**config.mk**
```make
export PLATFORM = sky130hd
export DESIGN_NAME = if_fetch_control
export DESIGN_NICKNAME = d
export VERILOG_FILES = /design/src/rtl/if_fetch_control.sv
export SDC_FILE = /design/constraint.sdc
export NUM_CORES = 1
export LEC_CHECK = 0
export BUFFER_PORTS_ARGS = -buffer_cell sky130_fd_sc_hd__buf_4
export CAP_MARGIN = 30
export CORE_MARGIN = 2
export CORE_UTILIZATION = 53
export DETAILED_ROUTE_END_ITERATION = 7
export PLACE_DENSITY = 0.8
export SETUP_SLACK_MARGIN = 0.05
export SYNTH_ARGS = -nofsm -noshare
export SYNTH_HDL_FRONTEND = slang
export SYNTH_SLANG_ARGS = --single-unit
```
**constraint.sdc**
```tcl
create_clock -name clk_i -period 2.8 [get_ports clk_i]
set_input_delay 0.14 -clock clk_i [delete_from_list [all_inputs] [get_ports clk_i]]
set_output_delay 0.14 -clock clk_i [all_outputs]
set_load 0.02 [all_outputs]
```
**src/rtl/if_fetch_control.sv**
```systemverilog
// Instruction-fetch control: PC register, imem address, IF/ID side-band (PC, PC+4, valid).
// Optional FETCH_PERF_CNT_EN adds saturating fetch/stall cycle counters.
module if_fetch_control #(
    parameter int unsigned         XLEN         = 32,
    parameter logic [XLEN-1:0]     RESET_VECTOR = '0
) (
    input  logic            clk_i,
    input  logic            rst_i,
    input  logic            stallF_i,
    input  logic            stallD_i,
    input  logic            flushD_i,
    input  logic            redirect_i,
    input  logic [XLEN-1:0] redirect_pc_i,
    input  logic            halt_i,
    output logic [XLEN-1:0] aF_o,
    output logic [XLEN-1:0] pcD_o,
    output logic [XLEN-1:0] pcplus4D_o,
    output logic            validD_o,
    output logic            halted_o,
    output logic            misalignF_o
`ifdef FETCH_PERF_CNT_EN
    ,
    output logic [31:0]     fetch_cnt_o,
    output logic [31:0]     stall_cnt_o
`endif
);

    localparam logic [XLEN-1:0] PC_STEP = XLEN'(4);

    typedef enum logic [1:0] {
        ST_BOOT = 2'd0,
        ST_RUN  = 2'd1,
        ST_HALT = 2'd2
    } state_t;

    state_t          state;
    state_t          state_nxt;
    logic [XLEN-1:0] pc;
    logic [XLEN-1:0] pc_nxt;
    logic [XLEN-1:0] pc_plus4;
    logic [XLEN-1:0] pcd_nxt;
    logic [XLEN-1:0] pc4_nxt;
    logic            vd_nxt;
    logic            mis_nxt;
    logic            kill;

    assign pc_plus4 = pc + PC_STEP;
    assign aF_o     = pc;

    // Next state / next PC; kill marks edges whose fetched instruction must not reach Decode.
    always_comb begin
        state_nxt = state;
        pc_nxt    = pc;
        mis_nxt   = misalignF_o;
        kill      = 1'b0;
        pcd_nxt   = pcD_o;
        pc4_nxt   = pcplus4D_o;
        case (state)
            ST_BOOT: state_nxt = ST_RUN;
            ST_RUN: begin
                if (redirect_i) begin
                    pc_nxt = {redirect_pc_i[XLEN-1:2], 2'b00};
                    kill   = 1'b1;
                    if (redirect_pc_i[1:0] != 2'b00) begin
                        mis_nxt = 1'b1;
                    end
                end else if (halt_i) begin
                    state_nxt = ST_HALT;
                    kill      = 1'b1;
                end else if (!stallF_i) begin
                    pc_nxt = pc_plus4;
                end
            end
            ST_HALT: kill = 1'b1;
            default: state_nxt = ST_BOOT;
        endcase

        vd_nxt = validD_o & ~kill;
        if (flushD_i) begin
            pcd_nxt = '0;
            pc4_nxt = '0;
            vd_nxt  = 1'b0;
        end else if (!stallD_i) begin
            pcd_nxt = pc;
            pc4_nxt = pc_plus4;
            vd_nxt  = (state == ST_RUN) & ~kill;
        end
    end

    always_ff @(posedge clk_i or negedge rst_i) begin
        if (!rst_i) begin
            state       <= ST_BOOT;
            pc          <= RESET_VECTOR;
            pcD_o       <= '0;
            pcplus4D_o  <= '0;
            validD_o    <= 1'b0;
            halted_o    <= 1'b0;
            misalignF_o <= 1'b0;
        end else begin
            state       <= state_nxt;
            pc          <= pc_nxt;
            pcD_o       <= pcd_nxt;
            pcplus4D_o  <= pc4_nxt;
            validD_o    <= vd_nxt;
            halted_o    <= (state_nxt == ST_HALT);
            misalignF_o <= mis_nxt;
        end
    end

`ifdef FETCH_PERF_CNT_EN
    localparam logic [31:0] CNT_MAX = 32'hFFFF_FFFF;

    // Counters only advance in RUN, so they freeze naturally in BOOT and HALT.
    always_ff @(posedge clk_i or negedge rst_i) begin
        if (!rst_i) begin
            fetch_cnt_o <= '0;
            stall_cnt_o <= '0;
        end else if (state == ST_RUN) begin
            if (stallF_i) begin
                if (stall_cnt_o != CNT_MAX) begin
                    stall_cnt_o <= stall_cnt_o + 32'(1);
                end
            end else if (fetch_cnt_o != CNT_MAX) begin
                fetch_cnt_o <= fetch_cnt_o + 32'(1);
            end
        end
    end
`endif

endmodule
```
==> metrics.md <==
| Metric | Value |
|---|---|
| Reg power frac | `just over 50%` |
| Total grt overflow | `0` |
| First-pass DRT Iterations | `6` |
| Syn Std Cell Area | `~5200 µm²` |
| Placer Congestion | `between 0.9 and 1` |
| Internal Power | `around 2.1 mW` |
| Die Height | `103 µm` |
| VDD IR max | `~0.27 mV` |
| CTS Buffer Depth | `2` |
| Share of cells above drive strength 1 | `about a quarter` |
| First-pass GRT wire length | `23300 µm` |
| YS warnings | `0` |
| Final period util | `88.1%` |
| Vias in the first global route | `between 4000 and 5000` |
| Critical-path cell list | `ha_1 > nand3_1 > or4_1 > or4_1 > a311oi_1` |
| Post-cts hold buffer count | `1` |
| Drt via density | `around 6.1` |
| Postcts setup bufs | `0` |
| Via Count | `between 4000 and 5000` |
| Final Hold Fails | `0` |
| Final nets | `~720` |
| Post-synth ARST share | `between 90% and 100%` |
| CTS clock-pin slew for the worst setup and hold paths | `approximately 0.090 ns` |
| Gate Count Post-Synth | `~570` |
| Die area | `10600 µm²` |
| Clock power frac | `roughly 38%` |
| Iter 0 DRT Violations | `488` |
| Hold WC Path Type | `in -> reg` |
| Antenna violations before repair | `0` |
| Distinct cells, synth | `56` |
| Filler cells | `819` |
| H-tree depth | `3` |
| Predominant post-synthesis flop cell | `dfrtp_1` |
| Register area | `between 2000 and 2500 µm²` |
| Max-cap violations | `0` |
| Worst Path Required | `just over 3 ns` |
| Area delta synth->final | `25.2%` |
| Multi-input gate area | `2490 µm²` |
| HPWL after DPL | `10200 µm` |
| Post-cts gate resize count | `0` |
| Endpoint class of the critical path | `flop` |
| Net Sw Frac | `around 25%` |
| Largest net degree at the start of global routing | `between 70 and 80` |
| Comb power frac | `between 10% and 20%` |
| CTS root buf | `clkbuf_8` |
| Initial Utilization | `53.9%` |
| NetSw | `roughly 700 µW` |
| Inserted Diodes | `0` |
| Max stage delay cell, worst path | `or4_1` |
| Num rows | `36` |
| IO buf count | `135` |
| RSZ-0062 raised after global routing | `no` |
| Setup violators final | `0` |
| F_max | `roughly 410 MHz` |
| Gr usage total | `between 20 and 30%` |
| Drt wl/cell | `between 15 and 20 µm` |
| Final ANT Viol Nets | `0` |
| Worst relative slew slack | `about half` |
| Clock Skew | `between 0.01 and 0.015 ns` |
| Crit path arrival time | `around 2.8 ns` |
| Leak | `3.08 nW` |
| Max stage delay on crit path | `between 0.6 and 0.7 ns` |
| Maximum fanout along the worst path | `10` |
| Tmin final | `between 2 and 2.5 ns` |
| CP dominant cell by count | `or4_1` |
| Post-detailed-route DRC marker count | `0` |
| Core Box Area | `around 9600 µm²` |
| Startpoint types | `flop` |
| Crit Path Category | `reg -> reg` |
| Worst skew pair latency | `about 0.38 ns` |
| P per Cell Area | `roughly 430 nW/µm²` |
| Number of flops mapped to enable cells by yosys | `0` |
| Syn Area/Cell | `a little over 9 µm²` |
| CTS tree | `built` |
| TritonCTS buffer count | `9` |
| CTS sink cnt | `96` |
| Fin. max-slew vios | `0` |
| Utilization after layout | `around 67%` |
| Flops & latches, synth | `96` |
| # IOs | `around 140` |
| Worst-Margin Slew | `roughly 0.74 ns` |
| Setup_tns | `0 ns` |
| Status | `complete, no violations` |
| Die W | `roughly 100 µm` |
| Seq/Total Area, Yosys | `46.3%` |
| Routed WL | `15000 µm` |
-- final timing paths --
kind / start / to / slack [ns] / depth (start not counted)
worst max-delay path: aF_o[2]$_DFFE_PN0P_ / pcplus4D_o[28]$_DFFE_PN0P_ / 0.33 / 5
worst min-delay path: redirect_pc_i[0] / misalignF_o$_DFFE_PN0P_ / 0.007 / 3
worst max register to register: aF_o[2]$_DFFE_PN0P_ / pcplus4D_o[28]$_DFFE_PN0P_ / 0.33 / 5
worst min register to register: misalignF_o$_DFFE_PN0P_ / misalignF_o$_DFFE_PN0P_ / 0.48 / 1
max in group asynchronous: rst_i / pcplus4D_o[29]$_DFFE_PN0P_ / 1.70 / 3
min in group asynchronous: rst_i / pcD_o[1]$_DFFE_PN0P_ / 0.34 / 2
-- synthesized netlist by cell type, types with 3 or more instances --
| library cell | count | area, µm² |
|---|---|---|
| a2111oi_0 | 5 | 43.8 |
| a211oi_1 | 13 | 97.6 |
| a21oi_1 | 30 | 150 |
| a22oi_1 | 7 | 52.6 |
| a311o_1 | 3 | 30.0 |
| a311oi_1 | 10 | 87.6 |
| and3_1 | 20 | 125 |
| buf_1 | 6 | 22.5 |
| buf_2 | 8 | 40.0 |
| buf_4 | 7 | 52.6 |
| clkbuf_1 | 34 | 128 |
| dfrtp_1 | 96 | 2400 |
| ha_1 | 6 | 75.1 |
| inv_1 | 15 | 56.3 |
| mux2i_1 | 29 | 290 |
| nand2_1 | 20 | 75.1 |
| nand2b_1 | 3 | 18.8 |
| nand3_1 | 24 | 120 |
| nand4_1 | 15 | 93.8 |
| nor2_1 | 87 | 327 |
| nor3_1 | 10 | 50.1 |
| nor4_1 | 9 | 56.3 |
| o211ai_1 | 8 | 60.1 |
| o21a_1 | 4 | 30.0 |
| o21ai_0 | 21 | 105 |
| o22ai_1 | 3 | 18.8 |
| o2bb2ai_1 | 7 | 61.3 |
| o311ai_0 | 9 | 78.8 |
| or3_1 | 5 | 31.3 |
| or4_1 | 7 | 52.6 |
| xnor2_1 | 10 | 87.6 |
-- state kept, by name, indices dropped and copies added (netlist names) --
register,cells
halted_o,1
pcD_o,31
validD_o,1
aF_o,30
pcplus4D_o,30
misalignF_o,1
state,2
-- layout by cell type, fill, tap and decap left out, types with 3 or more instances in the layout --
cell type / netlist / routed
a311o_1: 3 / 3
a311oi_1: 10 / 10
xnor2_1: 10 / 10
o2bb2ai_1: 7 / 7
nor4_1: 9 / 8
buf_4: 7 / 152
a211oi_1: 13 / 13
o211ai_1: 8 / 8
o21ai_0: 21 / 21
nor3_1: 10 / 10
a21oi_1: 30 / 30
nand3_1: 24 / 24
nor2_1: 87 / 87
or4_1: 7 / 7
a2111oi_0: 5 / 5
o21a_1: 4 / 4
or3_1: 5 / 5
a22oi_1: 7 / 7
dfrtp_1: 96 / 96
nand2b_1: 3 / 3
and3_1: 20 / 20
nand2_1: 20 / 20
o22ai_1: 3 / 3
clkbuf_8: 0 / 12
inv_1: 15 / 15
o311ai_0: 9 / 9
ha_1: 6 / 6
nand4_1: 15 / 15
mux2i_1: 29 / 29
-- layer usage --
metal / vias up / track usage [%] / part of all wire, %
met3: 35 / 5.90 / 8.5
met5: - / 0 / 0
met4: 0 / 11.9 / 2.3
li1: 2277 / - / -
met2: 238 / 42.5 / 47
met1: 2380 / 40.4 / 42
-- logic make-up (layout without fill, tap and decap cells) --
group,after synthesis,count (layout),share of synthesized area (%)
buffers and inverters,74,186,6.09
DFF,96,96,46.3
xor gates and xnor gates,12,12,2.02
AOI/OAI and AO/OA,137,137,18.4
muxes,29,29,5.59
adders and majority gates,6,6,1.45
other,1,2,0.0722
and+or+nand+nor,211,211,20.1
-- final cells by class --
cell class	instances	share of cell area, %
clock inverters	2	0.923
flip-flops and latches	96	36.9
repair buffers	153	17.7
clock buffers	14	2.65
well taps	133	2.56
multi-input cells	397	38.3
inverters	17	0.981
-- stage by stage --
step / hold WS, ns / area, µm² / total power [mW] / cells / setup WS (ns)
2_1_floorplan: -0.156 / 5200 / 1.62 / 567 / 0.329
3_3_place_gp: 0.216 / 6260 / 1.77 / 795 / 0.438
3_5_place_dp: 0.225 / 6260 / 1.77 / 795 / 0.370
4_1_cts: 0.0102 / 6500 / 2.82 / 812 / 0.352
5_1_grt: 0.0560 / 6500 / 2.91 / 812 / 0.198
6_report: 0.00681 / 6500 / 2.82 / 812 / 0.333
-- critical path, delay by kind of cell (launching register included) --
family | cells | cell delay, ns
AND/OR/NAND/NOR | 3 | 1.33
flip-flops | 1 | 0.50
adder cells (fa/ha/maj) | 1 | 0.29
AO/OA/AOI/OAI | 1 | 0.26
-- power by group through the flow --
stage | clock (mW) | sequential [mW] | combinational (mW)
after floorplan | 0 | 1.51 | 0.111
after global placement | 0 | 1.47 | 0.300
after detailed placement | 0 | 1.47 | 0.305
after CTS | 1.07 | 1.44 | 0.307
after global routing | 1.13 | 1.44 | 0.332
final | 1.07 | 1.44 | 0.306
Note: power is estimated with default switching activity, not from simulation.
